[config.mk]
export PLATFORM = sky130hd
export DESIGN_NAME = div_dispatcher_flat
export DESIGN_NICKNAME = d
export VERILOG_FILES = /design/src/rtl/div_pkg.sv /design/src/rtl/div_dispatcher_if.sv /design/src/rtl/div_op_fifo.sv /design/src/rtl/div_dispatcher.sv /design/src/flat_wrapper.sv
export SDC_FILE = /design/constraint.sdc
export NUM_CORES = 1
export LEC_CHECK = 0
export CAP_MARGIN = 25
export CORE_MARGIN = 4
export CORE_UTILIZATION = 45
export CTS_BUF_LIST = sky130_fd_sc_hd__clkbuf_16
export CTS_CLUSTER_SIZE = 40
export DETAILED_ROUTE_END_ITERATION = 8
export PLACE_DENSITY = 0.8
export RECOVER_POWER = 25
export SLEW_MARGIN = 5
export SYNTH_ARGS = -nofsm -noshare
export SYNTH_HDL_FRONTEND = slang
export SYNTH_SLANG_ARGS = --single-unit
[constraint.sdc]
create_clock -name CLK -period 7.23 [get_ports CLK]
set_clock_uncertainty 0.1 [all_clocks]
set_input_delay 1.446 -clock CLK [delete_from_list [all_inputs] [get_ports CLK]]
set_output_delay 1.446 -clock CLK [all_outputs]
set_load 0.03 [all_outputs]
[src/rtl/div_pkg.sv]
`default_nettype none
// ============================================================================
//  Module   : div_pkg
//  Brief    : Shared types and constants for the divider dispatcher.
//  Revision : 1.0 - initial release
// ============================================================================
package div_pkg;

   localparam int DIV_W    = 32;
   localparam int DIV_TAGW = 4;

   // Dispatcher sequencing states
   typedef enum logic [1:0] {
      IDLE  = 2'd0,
      ISSUE = 2'd1,
      WAIT  = 2'd2,
      DZ    = 2'd3
   } state_e;

   // One queued divide request
   typedef struct packed {
      logic [DIV_W-1:0]    num;
      logic [DIV_W-1:0]    den;
      logic [DIV_TAGW-1:0] tag;
   } req_t;

   // Quotient reported for divide-by-zero and for a watchdog abort
   localparam logic [DIV_W-1:0] DZ_QUOT = '1;

endpackage
`default_nettype wire

[src/rtl/div_dispatcher_if.sv]
`default_nettype none
// ============================================================================
//  Module   : div_dispatcher_if
//  Brief    : Request stream, divider bus and result stream of the dispatcher.
//  Revision : 1.0 - initial release
// ============================================================================
interface div_dispatcher_if
   import div_pkg::*;
#(
   parameter int tamanyo = DIV_W,
   parameter int TAGW    = DIV_TAGW
);

   logic               in_valid;
   logic               in_ready;
   logic [tamanyo-1:0] in_num;
   logic [tamanyo-1:0] in_den;
   logic [TAGW-1:0]    in_tag;

   logic               div_start;
   logic [tamanyo-1:0] div_num;
   logic [tamanyo-1:0] div_den;
   logic [tamanyo-1:0] div_coc;
   logic [tamanyo-1:0] div_res;
   logic               div_done;

   logic               out_valid;
   logic               out_ready;
   logic [tamanyo-1:0] out_coc;
   logic [tamanyo-1:0] out_res;
   logic [TAGW-1:0]    out_tag;
   logic               out_dz;

   // Dispatcher side
   modport slave (
      input  in_valid, in_num, in_den, in_tag,
      output in_ready,
      output div_start, div_num, div_den,
      input  div_coc, div_res, div_done,
      output out_valid, out_coc, out_res, out_tag, out_dz,
      input  out_ready
   );

   // Environment side: request producer, divider and result consumer
   modport master (
      output in_valid, in_num, in_den, in_tag,
      input  in_ready,
      input  div_start, div_num, div_den,
      output div_coc, div_res, div_done,
      input  out_valid, out_coc, out_res, out_tag, out_dz,
      output out_ready
   );

endinterface
`default_nettype wire

[src/rtl/div_op_fifo.sv]
`default_nettype none
// ============================================================================
//  Module   : div_op_fifo
//  Brief    : Synchronous FIFO of divide requests with an occupancy count.
//             Pushes into a full FIFO and pops from an empty one are dropped.
//  Revision : 1.0 - initial release
// ============================================================================
module div_op_fifo
   import div_pkg::*;
#(
   parameter int DEPTH = 4
) (
   input  wire logic                   CLK,
   input  wire logic                   RSTa,
   input  wire logic                   push_i,
   input  wire req_t                   wdata_i,
   input  wire logic                   pop_i,
   output req_t                        rdata_o,
   output logic [$clog2(DEPTH):0]      count_o
);

   localparam int AW = $clog2(DEPTH);
   localparam logic [AW:0] FULL_CNT = (AW+1)'(DEPTH);

   req_t            mem_q [DEPTH];
   logic [AW-1:0]   wr_ptr_q;
   logic [AW-1:0]   rd_ptr_q;
   logic [AW:0]     cnt_q;
   logic            push_ok;
   logic            pop_ok;

   assign push_ok = push_i && (cnt_q != FULL_CNT);
   assign pop_ok  = pop_i  && (cnt_q != '0);
   assign rdata_o = mem_q[rd_ptr_q];
   assign count_o = cnt_q;

   // Storage array; contents need no reset since count gates every read
   always_ff @(posedge CLK) begin
      if (push_ok) begin
         mem_q[wr_ptr_q] <= wdata_i;
      end
   end

   // Pointers wrap naturally because DEPTH is a power of two
   always_ff @(posedge CLK) begin
      if (!RSTa) begin
         wr_ptr_q <= '0;
         rd_ptr_q <= '0;
         cnt_q    <= '0;
      end else begin
         if (push_ok) wr_ptr_q <= wr_ptr_q + 1'b1;
         if (pop_ok)  rd_ptr_q <= rd_ptr_q + 1'b1;
         case ({push_ok, pop_ok})
            2'b10:   cnt_q <= cnt_q + 1'b1;
            2'b01:   cnt_q <= cnt_q - 1'b1;
            default: cnt_q <= cnt_q;
         endcase
      end
   end

endmodule
`default_nettype wire

[src/rtl/div_dispatcher.sv]
`default_nettype none
// ============================================================================
//  Module   : div_dispatcher
//  Brief    : Queues divide requests, feeds them one at a time to the
//             sequential divider, and returns results in request order.
//             Divide-by-zero is answered locally; a watchdog aborts a
//             divider that never reports Done.
//  Revision : 1.0 - initial release
// ============================================================================
module div_dispatcher
   import div_pkg::*;
#(
   parameter int tamanyo = DIV_W,
   parameter int DEPTH   = 4,
   parameter int TAGW    = DIV_TAGW,
   parameter int TMO     = 2*tamanyo+8
) (
   input  wire logic         CLK,
   input  wire logic         RSTa,
   div_dispatcher_if.slave   bus,
   output logic              busy,
   output logic              tmo_err
);

   localparam int CW = $clog2(DEPTH) + 1;
   localparam logic [CW-1:0] FULL_CNT = CW'(DEPTH);
   localparam int WW = $clog2(TMO + 1);
   localparam logic [WW-1:0] WDG_LAST = WW'(TMO - 1);

   state_e              state_q;
   logic                div_start_q;
   logic [tamanyo-1:0]  div_num_q;
   logic [tamanyo-1:0]  div_den_q;
   logic [TAGW-1:0]     op_tag_q;
   logic                out_valid_q;
   logic [tamanyo-1:0]  out_coc_q;
   logic [tamanyo-1:0]  out_res_q;
   logic [TAGW-1:0]     out_tag_q;
   logic                out_dz_q;
   logic                tmo_err_q;
   logic [WW-1:0]       wdg_q;

   req_t                push_req;
   req_t                head;
   logic [CW-1:0]       fifo_cnt;
   logic                fifo_full;
   logic                fifo_empty;
   logic                push_d;
   logic                slot_free_d;
   logic                pop_d;

   assign fifo_full   = (fifo_cnt == FULL_CNT);
   assign fifo_empty  = (fifo_cnt == '0);
   assign push_d      = bus.in_valid && !fifo_full;
   // The result slot is usable if empty or being drained on this edge
   assign slot_free_d = !out_valid_q || bus.out_ready;
   assign pop_d       = (state_q == IDLE) && !fifo_empty && slot_free_d;
   assign push_req    = '{num: bus.in_num, den: bus.in_den, tag: bus.in_tag};

   div_op_fifo #(
      .DEPTH   (DEPTH)
   ) u_fifo (
      .CLK     (CLK),
      .RSTa    (RSTa),
      .push_i  (push_d),
      .wdata_i (push_req),
      .pop_i   (pop_d),
      .rdata_o (head),
      .count_o (fifo_cnt)
   );

   // Issue/collect sequencer with all outputs registered
   always_ff @(posedge CLK) begin
      if (!RSTa) begin
         state_q     <= IDLE;
         div_start_q <= 1'b0;
         div_num_q   <= '0;
         div_den_q   <= '0;
         op_tag_q    <= '0;
         out_valid_q <= 1'b0;
         out_coc_q   <= '0;
         out_res_q   <= '0;
         out_tag_q   <= '0;
         out_dz_q    <= 1'b0;
         tmo_err_q   <= 1'b0;
         wdg_q       <= '0;
      end else begin
         div_start_q <= 1'b0;
         if (out_valid_q && bus.out_ready) out_valid_q <= 1'b0;
         case (state_q)
            IDLE: begin
               if (pop_d) begin
                  div_num_q <= head.num;
                  div_den_q <= head.den;
                  op_tag_q  <= head.tag;
                  if (head.den == '0) begin
                     state_q <= DZ;
                  end else begin
                     state_q     <= ISSUE;
                     div_start_q <= 1'b1;
                  end
               end
            end
            ISSUE: begin
               state_q <= WAIT;
               wdg_q   <= '0;
            end
            WAIT: begin
               if (bus.div_done) begin
                  out_coc_q   <= bus.div_coc;
                  out_res_q   <= bus.div_res;
                  out_tag_q   <= op_tag_q;
                  out_dz_q    <= 1'b0;
                  out_valid_q <= 1'b1;
                  state_q     <= IDLE;
               end else if (wdg_q == WDG_LAST) begin
                  // Divider presumed hung: flag it and release the slot
                  tmo_err_q   <= 1'b1;
                  out_coc_q   <= DZ_QUOT;
                  out_res_q   <= div_num_q;
                  out_tag_q   <= op_tag_q;
                  out_dz_q    <= 1'b0;
                  out_valid_q <= 1'b1;
                  state_q     <= IDLE;
               end else begin
                  wdg_q <= wdg_q + 1'b1;
               end
            end
            DZ: begin
               out_coc_q   <= DZ_QUOT;
               out_res_q   <= div_num_q;
               out_tag_q   <= op_tag_q;
               out_dz_q    <= 1'b1;
               out_valid_q <= 1'b1;
               state_q     <= IDLE;
            end
            default: state_q <= IDLE;
         endcase
      end
   end

   assign bus.in_ready  = !fifo_full;
   assign bus.div_start = div_start_q;
   assign bus.div_num   = div_num_q;
   assign bus.div_den   = div_den_q;
   assign bus.out_valid = out_valid_q;
   assign bus.out_coc   = out_coc_q;
   assign bus.out_res   = out_res_q;
   assign bus.out_tag   = out_tag_q;
   assign bus.out_dz    = out_dz_q;
   assign busy          = (state_q != IDLE) || !fifo_empty;
   assign tmo_err       = tmo_err_q;

endmodule
`default_nettype wire

[src/flat_wrapper.sv]
// flat-port wrapper written by rule: the top's interface ports become plain ports
module div_dispatcher_flat import div_pkg::*;
#(
   parameter int tamanyo = DIV_W,
   parameter int DEPTH   = 4,
   parameter int TAGW    = DIV_TAGW,
   parameter int TMO     = 2*tamanyo+8
)
  (CLK, RSTa, busy, tmo_err, bus_in_valid, bus_in_num, bus_in_den, bus_in_tag, bus_in_ready, bus_div_start, bus_div_num, bus_div_den, bus_div_coc, bus_div_res, bus_div_done, bus_out_valid, bus_out_coc, bus_out_res, bus_out_tag, bus_out_dz, bus_out_ready);
  div_dispatcher_if #(.tamanyo(tamanyo), .TAGW(TAGW)) bus_i ();
  input  wire logic CLK;
  input  wire logic RSTa;
  output logic busy;
  output logic tmo_err;
  input wire logic [$bits(bus_i.in_valid)-1:0] bus_in_valid;
  input wire logic [$bits(bus_i.in_num)-1:0] bus_in_num;
  input wire logic [$bits(bus_i.in_den)-1:0] bus_in_den;
  input wire logic [$bits(bus_i.in_tag)-1:0] bus_in_tag;
  output wire logic [$bits(bus_i.in_ready)-1:0] bus_in_ready;
  output wire logic [$bits(bus_i.div_start)-1:0] bus_div_start;
  output wire logic [$bits(bus_i.div_num)-1:0] bus_div_num;
  output wire logic [$bits(bus_i.div_den)-1:0] bus_div_den;
  input wire logic [$bits(bus_i.div_coc)-1:0] bus_div_coc;
  input wire logic [$bits(bus_i.div_res)-1:0] bus_div_res;
  input wire logic [$bits(bus_i.div_done)-1:0] bus_div_done;
  output wire logic [$bits(bus_i.out_valid)-1:0] bus_out_valid;
  output wire logic [$bits(bus_i.out_coc)-1:0] bus_out_coc;
  output wire logic [$bits(bus_i.out_res)-1:0] bus_out_res;
  output wire logic [$bits(bus_i.out_tag)-1:0] bus_out_tag;
  output wire logic [$bits(bus_i.out_dz)-1:0] bus_out_dz;
  input wire logic [$bits(bus_i.out_ready)-1:0] bus_out_ready;
  assign bus_i.in_valid = bus_in_valid;
  assign bus_i.in_num = bus_in_num;
  assign bus_i.in_den = bus_in_den;
  assign bus_i.in_tag = bus_in_tag;
  assign bus_in_ready = bus_i.in_ready;
  assign bus_div_start = bus_i.div_start;
  assign bus_div_num = bus_i.div_num;
  assign bus_div_den = bus_i.div_den;
  assign bus_i.div_coc = bus_div_coc;
  assign bus_i.div_res = bus_div_res;
  assign bus_i.div_done = bus_div_done;
  assign bus_out_valid = bus_i.out_valid;
  assign bus_out_coc = bus_i.out_coc;
  assign bus_out_res = bus_i.out_res;
  assign bus_out_tag = bus_i.out_tag;
  assign bus_out_dz = bus_i.out_dz;
  assign bus_i.out_ready = bus_out_ready;
  div_dispatcher #(.tamanyo(tamanyo), .DEPTH(DEPTH), .TAGW(TAGW), .TMO(TMO)) u_core (.CLK(CLK), .RSTa(RSTa), .bus(bus_i), .busy(busy), .tmo_err(tmo_err));
endmodule
==> results.toml, run 1 <==
[cts]
skew_pair_late_insertion_delay_ns = 0.53
worst_setup_hold_path_clk_slew_ns = 0.06
holdBufCountCts = 0
cts.sink_count = 430
root_buffer = "clkbuf_16"
cts.repair_timing.setup_buffer_count = 0
post_cts_resize_count = 0
tritoncts.num_buffers = 44
cts_tree = "built"
maximum_buffer_depth_of_the_clock_tree = 3
cts.htree.levels = 2

[global_routing]
grt_most_used_layer = "met2"
global_route.usage.met1 = 0.240
grt_first_pass_wirelength_um = 57600
grt_util_met2 = 0.319
antenna_found_initial = 15
via_count_of_the_first_global_routing_pass = 10200
grt_remaining_overflow = 0
grt.met3_usage = 0.0436
grt_usage = 0.187
pin_count_of_the_biggest_net_entering_global_routing = 89

[floorplan]
width_of_the_die_um = 198
die_y_um = 198
start_util = 0.457
core_region_area_mm2 = 0.0357
design.portCount = 275
rows = 69
design.die.area_mm2 = 0.0393

[critical_path]
setup.worst_path.end_class = "flop"
critPathMaxFanout = 70
data_arrival_time_of_the_critical_path_ns = 4.26
type_of_the_setup_path_with_the_least_slack = "primary input to flop"
critical_path_required_ns = 7.58
r2r_setup_slack_ns = 3.96
worstSetupStartpointType = "primary input"

[final_layout]
drive_above_1_share = 0.107
layout.filler_cells = 2723
number_of_nets_in_the_layout = 1526
area_growth_syn_to_layout_pct = 28.1
post-route-cell-area_mm2 = 0.0209
layout.area.seq_mm2 = 0.0113
multi_input_comb_area_mm2 = 0.00460

[sta]
report.final.setup_viol = 0
timing.max_slew.rel_slack = 0.406
totalNegativeSetupSlack_ns = 0
setup_slack_ns = 3.32
fin_hold_ws_ns = 0.358
worstMarginPinSlew_ns = 0.891
final.period_utilization = 0.541
period_needed_ns = 3.91
maxSlewViolCount = 0
rsz0062_at_grt = "false"
finalHoldViolCount = 0
max_freq_mhz = 256

[route]
via_per_inst = 5.35
first_pass_detailed_route_iteration_total = 5
dr.first_iter.drc_count = 606
final_antenna_net_count = 0
remaining_drc_errors = 0
vias = 10100
route.detailed.wl_per_inst_um = 20.3
wirelength_um = 38300

[synth]
synth_cell_types = 44
synth.yosys.warnings = 0
yosys_register_bits = 430
mappedNetlistArea_mm2 = 0.0163
postSynthAreaPerCell_um2 = 14.5
yosysSeqAreaShare = 0.696
synth_nets = 1264
post_synth_inst_count = 1120

[run_status]
outcome = "complete, no violations"

[placed_design]
gp_routability_congestion = 0.805
hpwl_um = 24400
number_of_buffer_cells_added_on_primary_ports = 274
placed_cell_area_mm2 = 0.0195
place_worst_setup_slack_ns = 2.77

[power_and_ir_drop]
max_vdd_drop_uv = 227
power.density_cell_area_mw_per_mm2 = 373
p_leak_nw = 7.25

[run]
drv_cap = 0

[worst_hold_path]
worstHoldPathType = "flop to flop"
cells in the final DEF, fill, tap and decap left out, types with 2 or more instances in the layout:
| cell | n |
|---|---|
| nor3_1 | 34 |
| clkinvlp_4 | 2 |
| nor2b_1 | 5 |
| o211a_1 | 32 |
| dfxtp_1 | 156 |
| xnor2_1 | 8 |
| clkdlybuf4s50_1 | 219 |
| nor3b_1 | 33 |
| nand4_1 | 2 |
| inv_2 | 3 |
| clkinv_1 | 5 |
| o21ai_0 | 3 |
| buf_4 | 13 |
| nor4_1 | 7 |
| dfxtp_4 | 2 |
| and2_1 | 9 |
| buf_16 | 4 |
| a21oi_1 | 3 |
| a21boi_1 | 4 |
| nor2_1 | 40 |
| a211oi_1 | 2 |
| nand2_1 | 224 |
| diode_2 | 10 |
| mux4_1 | 11 |
| clkinv_2 | 8 |
| and3_4 | 4 |
| ha_1 | 6 |
| dlygate4sd3_1 | 54 |
| clkbuf_16 | 45 |
| nand3_1 | 35 |
| xor2_1 | 2 |
| mux4_2 | 57 |
| a21boi_0 | 73 |
| bufinv_16 | 2 |
| inv_1 | 20 |
| edfxtp_1 | 272 |
flip-flops by register name, indices dropped and copies added (netlist names), named ones only:
register and flops:
u_core.u_fifo.mem_q 272, u_core.bus.div_den 32, u_core.bus.div_num 32, u_core.bus.out_coc 32
u_core.bus.out_res 32, u_core.wdg_q 7, u_core.bus.out_tag 4, u_core.op_tag_q 4
u_core.u_fifo.count_o 3, u_core.state_q 2, u_core.u_fifo.rd_ptr_q 2, u_core.u_fifo.wr_ptr_q 2
u_core.bus.div_start 1, u_core.bus.out_dz 1, u_core.bus.out_valid 1, u_core.tmo_err 1
stage by stage:
stage	total power [W]	instances	util
final	0.00778	1888	0.585
after global routing	0.00817	1885	0.585
after CTS	0.00788	1877	0.584
after detailed placement	0.00577	1796	0.546
after global placement	0.00570	1793	0.544
after floorplan	0.00480	1120	-
power breakdown:
group          switching (W)  total (W)  internal, W
combinational        0.00140    0.00235     0.000951
sequential          0.000291    0.00334      0.00305
clock               0.000887    0.00209      0.00120
cells by family after synthesis:
logic type	count (synthesis)	share of synthesized area
compound gates	125	0.0625
fa+ha+maj	7	0.00584
xor+xnor	10	0.00538
buf+inv	82	0.0237
simple gates	398	0.110
flops	430	0.696
mux	68	0.0966
cell usage after synthesis, drive strengths merged:
| master | instances | area share |
|---|---|---|
| a211oi | 2 | 0.00092 |
| a21boi | 77 | 0.035 |
| a21oi | 3 | 0.00092 |
| a22o | 1 | 0.00054 |
| a2bb2oi | 1 | 0.00054 |
| and2 | 9 | 0.0035 |
| and3 | 4 | 0.0015 |
| buf | 31 | 0.012 |
| clkbuf | 43 | 0.0099 |
| clkinv | 1 | 0.00031 |
| dfxtp | 158 | 0.19 |
| edfxtp | 272 | 0.50 |
| fa | 1 | 0.0012 |
| ha | 6 | 0.0046 |
| inv | 7 | 0.0016 |
| mux4 | 68 | 0.097 |
| nand2 | 225 | 0.052 |
| nand3 | 35 | 0.011 |
| nand4 | 2 | 0.00077 |
| nor2 | 40 | 0.0092 |
| nor2b | 5 | 0.0019 |
| nor3 | 34 | 0.010 |
| nor3b | 33 | 0.015 |
| nor4 | 8 | 0.0035 |
| o211a | 32 | 0.020 |
| o21a | 2 | 0.0010 |
| o21ai | 4 | 0.0012 |
| o21bai | 2 | 0.0016 |
| o2bb2ai | 1 | 0.00054 |
| or3 | 1 | 0.00038 |
| or4 | 1 | 0.00046 |
| or4b | 1 | 0.00084 |
| xnor2 | 8 | 0.0043 |
| xor2 | 2 | 0.0011 |
critical path, stage by stage:
cell and delay (ns):
clkdlybuf4s50_1 0.45, nor2b_1 0.06, or4_2 0.53, buf_4 0.40, clkinv_2 0.13, ha_1 0.19, inv_1 0.06, fa_1 0.37
xor2_1 0.16, or3_1 0.30, a21boi_0 0.16
worst paths after layout:
path                                             from                  endpoint  cells past startpoint
worst max-delay path                    bus_out_ready  u_core.u_fifo.count_o[2]                     11
worst max register to register                   flop         u_core.state_q[1]                      6
worst min-delay path            u_core.bus.out_tag[2]     u_core.bus.out_tag[2]                      2
worst min register to register  u_core.bus.out_tag[2]     u_core.bus.out_tag[2]                      2
area by class of cell:
class,count,share of cell area
clock inverter,36,0.0110
antenna,10,0.00120
sequential,430,0.543
inverter,8,0.00150
multi-input combinational,608,0.221
timing repair buffer,290,0.141
clock buffer,45,0.0540
tap,461,0.0276
per-layer routing:
layer,part of all wire,vias up
li1,-,4674
met4,0.025,10
met1,0.40,5048
met3,0.064,73
met2,0.51,293
met5,0.0013,-
Power figures use the tool's default switching activity.
==> inputs of run 2 (changes only) <==
==> constraint.sdc (replaced) <==
create_clock -name CLK -period 3.9 [get_ports CLK]
set_clock_uncertainty 0.1 [all_clocks]
set_input_delay 0.78 -clock CLK [delete_from_list [all_inputs] [get_ports CLK]]
set_output_delay 0.78 -clock CLK [all_outputs]
set_load 0.03 [all_outputs]
==> results.toml, run 2 (synthesis results as in run 1) <==
[final_layout]
multi_input_comb_area_mm2 = 0.00460
leading_cell_types_in_the_layout_fill_and_taps_excluded = "272 x edfxtp_1, 224 x nand2_1, 218 x clkdlybuf4s50_1, 156 x dfxtp_1, 73 x a21boi_0"
layout.filler_cells = 2742
drive_above_1_share = 0.103
area_growth_syn_to_layout_pct = 27.8
layout.area.seq_mm2 = 0.0113
number_of_nets_in_the_layout = 1528
regMostFlops = "u_core.u_fifo.mem_q"
largest_register_ff_count = 272
layout_commonest_cell = "edfxtp_1"

[sta]
final.period_utilization = 0.742
worstMarginPinSlew_ns = 0.863
totalNegativeSetupSlack_ns = 0
max_freq_mhz = 345
report.final.setup_viol = 0
timing.max_slew.rel_slack = 0.425
period_needed_ns = 2.89
finalHoldViolCount = 0
rsz0062_at_grt = "false"
maxSlewViolCount = 0

[cts]
cts.htree.levels = 2
tritoncts.num_buffers = 43
post_cts_resize_count = 0
cts.sink_count = 430
worst_setup_hold_path_clk_slew_ns = 0.06
holdBufCountCts = 0
cts_tree = "built"
cts.repair_timing.setup_buffer_count = 0
maximum_buffer_depth_of_the_clock_tree = 3
skew_pair_late_insertion_delay_ns = 0.56
root_buffer = "clkbuf_16"

[power_and_ir_drop]
p_leak_nw = 7.22
power.density_cell_area_mw_per_mm2 = 688
net_switching_power_w = 0.00481
intPower_w = 0.00951
totalPowerFinal_w = 0.0143
max_vdd_drop_uv = 457
power_switching_share = 0.336
share_comb_of_total_power = 0.305
p_seq_frac = 0.433
power.clock.fraction = 0.262

[run_status]
outcome = "complete, no violations"

[critical_path]
crit_path_max_delay_cell_type = "clkdlybuf4s50_1"
ordered_list_of_cells_on_the_worst_path = "inv_1 -> nand3_1 -> clkdlybuf4s50_1"
critPathMaxFanout = 6
type_of_the_setup_path_with_the_least_slack = "flop to output port"
critical_path_required_ns = 3.02
worstSetupStartpointType = "flop"
data_arrival_time_of_the_critical_path_ns = 2.01
setup.worst_path.end_class = "output port"
critical-path-max-stage-delay_ns = 0.76

[route]
first_pass_detailed_route_iteration_total = 5
vias = 10100
dr.max_layer_used = "met5"
final_antenna_net_count = 0
remaining_drc_errors = 0
metal3_wl_um = 2730
wirelength_um = 38700
routed-wl-met2_um = 19100
dr.first_iter.drc_count = 535
route.detailed.wl_per_inst_um = 20.4
via_per_inst = 5.33
drt-met1-wl_um = 15500

[placed_design]
hpwl_um = 24700
gp_routability_congestion = 0.817
number_of_buffer_cells_added_on_primary_ports = 274

[global_routing]
antenna_found_initial = 15
grt_remaining_overflow = 0
grt_usage = 0.193
grt_first_pass_wirelength_um = 58400
pin_count_of_the_biggest_net_entering_global_routing = 78
via_count_of_the_first_global_routing_pass = 10300

[floorplan]
rows = 69
start_util = 0.457
die_y_um = 198
width_of_the_die_um = 198
core_region_area_mm2 = 0.0357
design.die.area_mm2 = 0.0393
design.portCount = 275

[run]
drv_cap = 0

[worst_hold_path]
worstHoldPathType = "flop to flop"
==> run 2: cell types whose count changed in the layout (fill, tap and decap cells not counted), moves of 2 or more <==
cell	change
buf_12	+5
diode_2	+2
buf_16	-4
clkinv_1	+7
clkinvlp_4	-2
bufinv_16	-2
buf_4	+2
inv_2	-3
clkinv_2	+2
==> run 2: path summary, 6_finish.rpt <==
check | startpoint | to | slack [ns] | cells past startpoint
worst max-delay path | u_core.u_fifo.count_o[0] | bus_in_ready | 1.01 | 3
worst min-delay path | u_core.bus.out_tag[2] | u_core.bus.out_tag[2] | 0.35 | 2
worst max register to register | flop | u_core.state_q[1] | 1.15 | 5
worst min register to register | u_core.bus.out_tag[2] | u_core.bus.out_tag[2] | 0.35 | 2
==> run 2: cell type report <==
class	instances	share of cell area
sequential	430	0.545
clock inverter	35	0.00764
inverter	8	0.00150
clock buffer	45	0.0541
multi-input combinational	608	0.221
antenna	12	0.00144
tap	461	0.0277
timing repair buffer	293	0.142
==> run 2: stage by stage <==
step                utilization  area [um2]  worst slack (ns)  hold slack, ns  cells
floorplan                     -       16300             0.904           0.331   1120
global placement          0.547       19500             0.578           0.339   1800
detailed placement        0.547       19500             0.552           0.345   1800
CTS                       0.583       20800             0.956           0.353   1880
global route              0.584       20800             0.892           0.367   1890
finish                    0.584       20800              1.01           0.352   1892
==> run 2: power groups by stage <==
stage          registers (W)  clock network (W)  logic [W]
2_1_floorplan        0.00688                  0    0.00201
3_3_place_gp         0.00627                  0    0.00433
3_5_place_dp         0.00630                  0    0.00441
4_1_cts              0.00621            0.00385    0.00443
5_1_grt              0.00630            0.00405    0.00471
6_report             0.00620            0.00375    0.00437
==> run 2: worst max-delay path: cells and delay by family (launching register included) <==
family / cells / cell delay [ns]
buffers and inverters: 2 / 0.85
flip-flops: 1 / 0.37
AND/OR/NAND/NOR: 1 / 0.24
==> run 2: layer usage <==
layer / global-route usage / vias to the layer above
li1: - / 4689
met4: 0.0819 / 8
met3: 0.0458 / 92
met5: 0 / -
met1: 0.242 / 4980
met2: 0.322 / 313
==> inputs of run 3 (changes only) <==
==> constraint.sdc (replaced) <==
create_clock -name CLK -period 3.02 [get_ports CLK]
set_clock_uncertainty 0.1 [all_clocks]
set_input_delay 0.604 -clock CLK [delete_from_list [all_inputs] [get_ports CLK]]
set_output_delay 0.604 -clock CLK [all_outputs]
set_load 0.03 [all_outputs]
==> results.toml, run 3 (synthesis results as in run 1) <==
[run_status]
outcome = "complete, no violations"

[sta]
finalHoldViolCount = 0
report.final.setup_viol = 0
maxSlewViolCount = 0
rsz0062_at_grt = "false"
fin_hold_ws_ns = 0.356
totalNegativeSetupSlack_ns = 0
timing.max_slew.rel_slack = 0.412
period_needed_ns = 2.72
worstMarginPinSlew_ns = 0.882
final.period_utilization = 0.900
max_freq_mhz = 368

[critical_path]
critical_path_required_ns = 2.32
critPathMaxFanout = 6
type_of_the_setup_path_with_the_least_slack = "flop to output port"
r2r_setup_slack_ns = 0.33
crit_path_max_delay_cell_type = "clkdlybuf4s50_1"
worstSetupStartpointType = "flop"
critical-path-max-stage-delay_ns = 0.77
ordered_list_of_cells_on_the_worst_path = "inv_1 -> nand3_1 -> clkdlybuf4s50_1"
worst_path_dominant_cell_family = "buffers and inverters"
worstPathBufferInverterCount = 2
data_arrival_time_of_the_critical_path_ns = 2.01
setup.worst_path.end_class = "output port"

[final_layout]
area_growth_syn_to_layout_pct = 29.0
drive_above_1_share = 0.115
post-route-cell-area_mm2 = 0.0210
leading_cell_types_in_the_layout_fill_and_taps_excluded = "272 x edfxtp_1, 224 x nand2_1, 218 x clkdlybuf4s50_1, 156 x dfxtp_1, 73 x a21boi_0"
largest_register_ff_count = 272
layout_commonest_cell = "edfxtp_1"
layout.filler_cells = 2711
number_of_nets_in_the_layout = 1538
finalNonFillerCells = 1901
regMostFlops = "u_core.u_fifo.mem_q"

[global_routing]
via_count_of_the_first_global_routing_pass = 10200
grt_first_pass_wirelength_um = 58200
grt_remaining_overflow = 0
grt.met3_usage = 0.0522
antenna_found_initial = 15
global_route.usage.met1 = 0.241
pin_count_of_the_biggest_net_entering_global_routing = 94
grt_util_met2 = 0.319
grt_usage = 0.191
grt_most_used_layer = "met2"

[route]
final_antenna_net_count = 0
first_pass_detailed_route_iteration_total = 4
route.detailed.wl_per_inst_um = 20.3
via_per_inst = 5.30
dr.first_iter.drc_count = 620
wirelength_um = 38500
remaining_drc_errors = 0
vias = 10100

[power_and_ir_drop]
net_switching_power_w = 0.00626
power_switching_share = 0.334
power.density_cell_area_mw_per_mm2 = 894
p_seq_frac = 0.422
max_vdd_drop_uv = 1100
share_comb_of_total_power = 0.308
power.clock.fraction = 0.270
intPower_w = 0.0125
p_leak_nw = 7.32

[cts]
holdBufCountCts = 0
worst_setup_hold_path_clk_slew_ns = 0.06
root_buffer = "clkbuf_16"
maximum_buffer_depth_of_the_clock_tree = 3
post_cts_resize_count = 0
cts.htree.levels = 2
cts.sink_count = 430
cts.repair_timing.setup_buffer_count = 0
tritoncts.num_buffers = 45
cts_tree = "built"
skew_pair_late_insertion_delay_ns = 0.56

[worst_hold_path]
worstHoldPathType = "flop to flop"

[placed_design]
placed_cell_area_mm2 = 0.0196
hpwl_um = 24400
post-place-cells = 1808
number_of_buffer_cells_added_on_primary_ports = 274
gp_routability_congestion = 0.820

[floorplan]
design.die.area_mm2 = 0.0393
rows = 69
width_of_the_die_um = 198
die_y_um = 198
design.portCount = 275
core_region_area_mm2 = 0.0357
start_util = 0.457

[run]
drv_cap = 0
## run 3: tightest hold or removal path, cell delays in order (launching register included)
cell      delay [ns]
dfxtp_1         0.31
nand2_1         0.05
a21boi_1        0.05
## run 3: path summary, 6_finish.rpt
kind | startpoint | cells past startpoint | end
worst min-delay path | u_core.op_tag_q[2] | 2 | u_core.bus.out_tag[2]
worst min register to register | u_core.op_tag_q[2] | 2 | u_core.bus.out_tag[2]
worst max register to register | flop | 6 | u_core.state_q[1]
worst max-delay path | u_core.u_fifo.count_o[0] | 3 | bus_in_ready
## run 3: power by group through the flow
stage               Combinational, W  Sequential (W)  Clock [W]
floorplan                    0.00260         0.00889          0
global placement             0.00574         0.00802          0
detailed placement           0.00584         0.00806          0
CTS                          0.00587         0.00795    0.00521
global route                 0.00621         0.00804    0.00547
finish                       0.00578         0.00793    0.00507
## run 3: cell type report
type	count	area, um2	share of cell area
Tap cell	461	577	0.0275
Clock buffer	48	1200	0.0572
Timing Repair Buffer	301	3070	0.146
Inverter	8	31.3	0.00149
Multi-Input combinational cell	608	4600	0.219
Antenna cell	9	22.5	0.00107
Clock inverter	36	171	0.00816
Sequential cell	430	11300	0.540
## run 3: through the flow
stage | power [W] | setup slack (ns) | utilization
3_5_place_dp | 0.0139 | -0.186 | 0.550
6_report | 0.0188 | 0.301 | 0.589
4_1_cts | 0.0190 | 0.255 | 0.589
3_3_place_gp | 0.0138 | -0.120 | 0.550
5_1_grt | 0.0197 | 0.135 | 0.589
2_1_floorplan | 0.0115 | 0.0240 | -
## run 3: per-layer routing
layer	vias to the layer above	part of all wire
met5	-	0.0022
met4	14	0.025
met3	72	0.067
met2	262	0.50
met1	5036	0.41
li1	4697	-
